## src/rtl/conv_word_serializer_pkg.sv

```systemverilog
// Shared definitions for the convolution-output word serializer.
package conv_word_serializer_pkg;

  typedef enum logic {
    ST_EMPTY = 1'b0,
    ST_SHIFT = 1'b1
  } state_t;

  localparam int CONV_WORD_W    = 32;
  localparam int CONV_NUM_WORDS = 9;
  localparam int CONV_IDX_W     = $clog2(CONV_NUM_WORDS);

endpackage

```

## src/rtl/conv_word_serializer_mux.sv

```systemverilog
// NUM_WORDS:1 word select by emission index; ordering chosen by MSW_FIRST.
module conv_word_mux
  import conv_word_serializer_pkg::*;
#(
  parameter int WORD_W    = CONV_WORD_W,
  parameter int NUM_WORDS = CONV_NUM_WORDS,
  parameter int MSW_FIRST = 1,
  parameter int IDX_W     = $clog2(NUM_WORDS)
) (
  input  logic [NUM_WORDS*WORD_W-1:0] vec_i,
  input  logic [IDX_W-1:0]            idx_i,
  output logic [WORD_W-1:0]           word_o
);

  always_comb begin
    word_o = '0;
    for (int k = 0; k < NUM_WORDS; k++) begin
      if (idx_i == IDX_W'(k)) begin
        word_o = vec_i[((MSW_FIRST != 0) ? (NUM_WORDS - 1 - k) : k) * WORD_W +: WORD_W];
      end
    end
  end

endmodule

```

## src/rtl/conv_word_serializer.sv

```systemverilog
// Wide-vector to word-stream serializer with an active buffer and one staging
// buffer so the next vector can be taken while the current one drains.
module conv_word_serializer
  import conv_word_serializer_pkg::*;
#(
  parameter  int WORD_W    = CONV_WORD_W,
  parameter  int NUM_WORDS = CONV_NUM_WORDS,
  parameter  int MSW_FIRST = 1,
  localparam int IDX_W     = $clog2(NUM_WORDS)
) (
  input  logic                        clk,
  input  logic                        reset,
  input  logic [NUM_WORDS*WORD_W-1:0] in_data,
  input  logic                        in_valid,
  output logic                        in_ready,
  output logic [WORD_W-1:0]           out_data,
  output logic                        out_valid,
  input  logic                        out_ready,
  output logic                        out_last,
  output logic [IDX_W-1:0]            out_idx,
  output logic                        busy,
  output state_t                      state_dbg
);

  localparam int VEC_W = NUM_WORDS * WORD_W;
  localparam logic [IDX_W-1:0] LAST_IDX = IDX_W'(NUM_WORDS - 1);

  // Handshake: a transfer happens on a rising edge where valid and ready are
  // both high; a producer holding valid keeps its payload stable until then.

  state_t             state_q;
  logic [VEC_W-1:0]   active_q;
  logic [VEC_W-1:0]   stage_q;
  logic               stage_full_q;
  logic               init_q;
  logic [WORD_W-1:0]  out_data_q;
  logic               out_valid_q;
  logic               out_last_q;
  logic [IDX_W-1:0]   idx_q;

  logic               in_xfer;
  logic               out_xfer;
  logic               last_xfer;
  logic               advance;
  logic               slot_free;
  logic               load;
  logic               stage_wr;
  logic [VEC_W-1:0]   load_vec;
  logic [VEC_W-1:0]   mux_vec;
  logic [IDX_W-1:0]   mux_idx;
  logic [WORD_W-1:0]  mux_word;

  always_comb begin
    in_xfer   = in_valid & in_ready;
    out_xfer  = out_valid_q & out_ready;
    last_xfer = out_xfer & out_last_q;
    advance   = out_xfer & ~out_last_q;
    // Active buffer may be (re)loaded this edge: idle, or its final word leaves now.
    slot_free = (state_q == ST_EMPTY) | last_xfer;
    load      = slot_free & (stage_full_q | in_xfer);
    load_vec  = stage_full_q ? stage_q : in_data;
    // Incoming vector bypasses staging only when it goes straight to active.
    stage_wr  = in_xfer & ~(slot_free & ~stage_full_q);
    mux_vec   = load ? load_vec : active_q;
    mux_idx   = load ? '0 : idx_q + IDX_W'(1);
  end

  conv_word_mux #(
    .WORD_W   (WORD_W),
    .NUM_WORDS(NUM_WORDS),
    .MSW_FIRST(MSW_FIRST),
    .IDX_W    (IDX_W)
  ) u_mux (
    .vec_i (mux_vec),
    .idx_i (mux_idx),
    .word_o(mux_word)
  );

  always_ff @(posedge clk or negedge reset) begin
    if (!reset) begin
      state_q      <= ST_EMPTY;
      active_q     <= '0;
      stage_q      <= '0;
      stage_full_q <= 1'b0;
      init_q       <= 1'b0;
      out_data_q   <= '0;
      out_valid_q  <= 1'b0;
      out_last_q   <= 1'b0;
      idx_q        <= '0;
    end else begin
      init_q <= 1'b1;
      if (stage_wr) begin
        stage_q      <= in_data;
        stage_full_q <= 1'b1;
      end else if (load && stage_full_q) begin
        stage_full_q <= 1'b0;
      end

      if (load) begin
        active_q <= load_vec;
      end
      if (load || advance) begin
        out_data_q  <= mux_word;
        idx_q       <= mux_idx;
        out_last_q  <= (mux_idx == LAST_IDX);
        out_valid_q <= 1'b1;
      end

      case (state_q)
        ST_EMPTY: begin
          if (load) state_q <= ST_SHIFT;
        end
        ST_SHIFT: begin
          if (last_xfer && !load) begin
            state_q     <= ST_EMPTY;
            out_valid_q <= 1'b0;
            out_last_q  <= 1'b0;
          end
        end
        default: state_q <= ST_EMPTY;
      endcase
    end
  end

  assign in_ready  = init_q & ~stage_full_q;
  assign out_data  = out_data_q;
  assign out_valid = out_valid_q;
  assign out_last  = out_last_q;
  assign out_idx   = idx_q;
  assign busy      = (state_q == ST_SHIFT) | stage_full_q;
  assign state_dbg = state_q;

endmodule
```

## config.mk

```make
export PLATFORM = sky130hd
export DESIGN_NAME = conv_word_serializer
export DESIGN_NICKNAME = d
export VERILOG_FILES = /design/src/rtl/conv_word_serializer_pkg.sv /design/src/rtl/conv_word_serializer_mux.sv /design/src/rtl/conv_word_serializer.sv
export SDC_FILE = /design/constraint.sdc
export NUM_CORES = 1
export LEC_CHECK = 0
export BUFFER_PORTS_ARGS = -buffer_cell sky130_fd_sc_hd__buf_4
export CORE_UTILIZATION = 60
export CTS_CLUSTER_SIZE = 14
export DETAILED_ROUTE_END_ITERATION = 16
export GPL_TIMING_DRIVEN = 0
export PLACE_DENSITY_LB_ADDON = 0.3
export SYNTH_ARGS = -nofsm -noshare
export SYNTH_HDL_FRONTEND = slang
export SYNTH_HIERARCHICAL = 1
export SYNTH_SLANG_ARGS = --single-unit
```

## constraint.sdc

```tcl
create_clock -name clk -period 5.3 [get_ports clk]
set_input_delay 1.06 -clock clk [delete_from_list [all_inputs] [get_ports clk]]
set_output_delay 1.06 -clock clk [all_outputs]
set_load 0.01 [all_outputs]
```

==> summary.md <==
| Metric | Value |
|---|---|
| Most common flop cell mapped by yosys | `dfrtp_1` |
| First-pass GRT wire length | `120,000 µm` |
| Initial Util | `0.614` |
| Maximum vdd drop | `0.339 mV` |
| Clock sink count | `617` |
| Psw | `7.08 mW` |
| Final Hold Viols | `0` |
| Number of global-route vias before repair | `20,276` |
| Post-DR wirelength/cell | `25.7 µm` |
| Synth warn | `6` |
| H-Tree Depth | `3` |
| Logic gate share of total power | `0.415` |
| Clock Latency Late Sink | `580 ps` |
| Clock-pin transition on the worst setup and hold timing paths | `60 ps` |
| Fin area | `34,500 µm²` |
| CTS Root Cell | `clkbuf_16` |
| Min-delay worst type | `input port to asynchronous set/reset pin` |
| Fmax | `0.249 GHz` |
| Final max-slew violation count | `0` |
| Share of cells above drive strength 1 | `0.594` |
| Clock skew | `19.7 ps` |
| RSZ-0062 raised after global routing | `no` |
| DRC Markers | `0` |
| Crit path launch | `in_valid` |
| Fin util | `0.735` |
| Top cells by area, synth | `dfrtp_1 (54%), mux2_2 (34%), mux2_1 (1.6%), buf_2 (1.2%), mux2i_1 (0.97%)` |
| Crit path time final | `4020 ps` |
| P per Cell Area | `620 nW/µm²` |
| Row cnt | `79` |
| Internal reg-to-reg setup slack | `1390 ps` |
| I/O pin count | `333` |
| Die area | `48,900 µm²` |
| Post-synth EDFFs | `0` |
| Crit Path Category | `input port to flop` |
| Drt first pass iters | `6` |
| GP Congestion | `0.853` |
| Pleak | `15.9 nW` |
| Setup tns final | `0 ps` |
| Vias | `18,510` |
| Period utilization | `0.758` |
| Least-Margin Pin Slew | `741 ps` |
| Post-route non-filler standard cell count | `3,033` |
| Starting DRT DRC Count | `1,349` |
| P_int | `14.3 mW` |
| GRT Util Overall | `0.324` |
| Area leader, netlist | `dfrtp_1` |
| Largest net degree at the start of global routing | `130` |
| Max-cap violations | `0` |
| Antenna violations before repair | `2` |
| Post-DP Area | `32,200 µm²` |
| Post-synthesis cell area | `28,800 µm²` |
| Post-route ant nets | `0` |
| Max clock buf depth | `3` |
| Largest stage delay, worst path | `530 ps` |
| Die width | `221 µm` |
| CTS tree | `built` |
| Post-CTS Setup Repair Bufs | `0` |
| Fillers | `2,999` |
| Yosys top cell area share | `0.535` |
| Post-DP HPWL | `57,700 µm` |
| Resized Gates After CTS | `0` |
| Sw Ratio | `0.331` |
| Global route overflow | `0` |
| Seq/Total Area, Yosys | `0.535` |
| CP Capture Type | `flop` |
| Headroom to the max-slew limit | `0.504` |
| Critical-path cell list | `buf_4 -> a21oi_2 -> a21oi_4 -> buf_4 -> buf_2 -> nor2_1 -> buf_6 -> buf_12 -> buf_12 -> mux2i_1 -> a2bb2oi_1 -> a211o_1 -> nand3_1 -> mux2_2` |
| Ys async rst share | `1.00` |
| Outcome | `finished clean` |
| Area Overhead vs Synth | `19.6%` |
| CP max stage cell | `a2bb2oi_1` |
| Worst Path Max Fanout | `10` |
| Worst endpoint data arrival time | `4480 ps` |
| Post-synth cell types | `60` |
| Placed insts | `2,914` |
| Syn_area_per_cell | `14.6 µm²` |
| Syn_nets | `2,263` |
| Clock Power Share | `0.222` |
| Post-Syn Instances | `1,970` |
| FF+latch count, synth | `617` |
| Critical path launch point type | `input port` |
| Reg power frac | `0.364` |
| Core footprint | `47,000 µm²` |
| Final setup viols | `0` |
| CTS Buf Count | `66` |
| Port Buffer Count | `332` |
| CTS Hold Bufs | `0` |
| Via/cell ratio | `6.10` |
| DRT Wirelength | `78,000 µm` |
| Worst Path Required | `5770 ps` |
| DIE HEIGHT | `221 µm` |
| Worst reg2reg path startpoint | `out_valid$_DFF_PN0_` |
| Final #Nets | `2,668` |
-- power groups by stage --
stage                     registers (mW)  logic (mW)  clock network [mW]
after floorplan                     7.52        6.08                   0
after global placement              7.64        8.42                   0
after detailed placement            7.81        8.69                   0
after CTS                           7.76        8.80                4.79
after global routing                7.99        9.40                4.99
final                               7.78        8.86                4.74
-- final timing paths --
check,endpoint,cells after the start
setup / recovery,out_data[15]$_DFFE_PN0P_,14
hold / removal,stage_q[87]$_DFFE_PN0P_,1
setup reg to reg,out_data[16]$_DFFE_PN0P_,12
hold reg to reg,active_q[149]$_DFF_PN0_,1
max in group asynchronous,stage_q[232]$_DFFE_PN0P_,3
min in group clk,active_q[149]$_DFF_PN0_,1
-- layer usage --
layer / share of wire / track usage / vias up
met4: 0.035 / 0.123 / 0
met2: 0.50 / 0.557 / 631
li1: - / - / 8058
met5: 0 / 0 / -
met1: 0.40 / 0.412 / 9683
met3: 0.058 / 0.0536 / 138
-- cell type report --
type	count	area [µm²]	area share
Sequential cell	617	15400	0.448
Buffer	140	855	0.0248
Clock inverter	17	213	0.00617
Clock buffer	99	2030	0.0590
Tap cell	607	759	0.0220
Antenna cell	3	7.51	0.000218
Inverter	4	15.0	0.000435
Multi-Input combinational cell	1209	12500	0.363
Timing Repair Buffer	337	2640	0.0765
-- registers in the layout (all words and copies together) (netlist names) --
name and flops:
state_dbg 1, stage_full_q 1, out_data 32, init_q 1, stage_q 288, active_q 288, out_last 1, out_idx 4
out_valid 1
-- critical path: cells and delay by family --
kind | cells | cell delay, ps
mux | 2 | 540
simple gates | 2 | 320
buf+inv | 6 | 1240
compound gates | 4 | 1290
-- through the flow --
stage / worst slack (ps) / total power [mW] / hold slack [ps]
floorplan: 1930 / 13.6 / 449
global placement: -3320 / 16.1 / 462
detailed placement: 767 / 16.5 / 465
CTS: 1360 / 21.3 / 445
global route: 1100 / 22.4 / 458
finish: 1280 / 21.4 / 433
-- logic make-up (layout without fill, tap and decap cells) --
family          after synthesis  count (layout)  synth area share
compound gates              167             167            0.0462
xor+xnor                      3               3          0.000911
fa+ha+maj                     1               1          0.000434
buf+inv                     144             597            0.0302
flops                       617             617             0.535
mux                         933             933             0.366
other cells                   1               4          0.000130
simple gates                104             104            0.0203
-- cells in the final DEF (no fill, tap or decap), drive strengths merged, types with 2 or more instances in the layout --
cell type,count
mux2,898
dfrtp,617
buf,455
clkbuf,121
nand2,35
mux2i,28
nand3,26
a31oi,25
a2bb2oi,24
a21boi,23
a211o,23
a222oi,23
nor2,15
a21oi,14
clkinv,11
o22ai,10
nor3,7
mux4,7
bufinv,5
o221a,5
inv,4
o211ai,4
diode,3
or2,3
nor2b,3
o21ai,3
nand2b,3
a22oi,3
nand3b,2
xor2,2
nor3b,2
o221ai,2
a211oi,2
a32oi,2
and2b,2
-- cell usage after synthesis (5+ instances only) --
cell and instances:
mux2i_1 28, buf_6 7, a31oi_1 25, nor2_1 14
nor3_2 5, buf_1 5, mux2_2 858, nand3_1 25
o22ai_1 10, buf_4 33, dfrtp_1 617, a21oi_1 12
mux2_1 40, a2bb2oi_1 24, buf_2 69, a211o_1 23
nand2_1 35, o221a_2 5, a222oi_1 23, clkbuf_1 21
a21boi_0 23
Note: power is estimated with default switching activity, not from simulation.
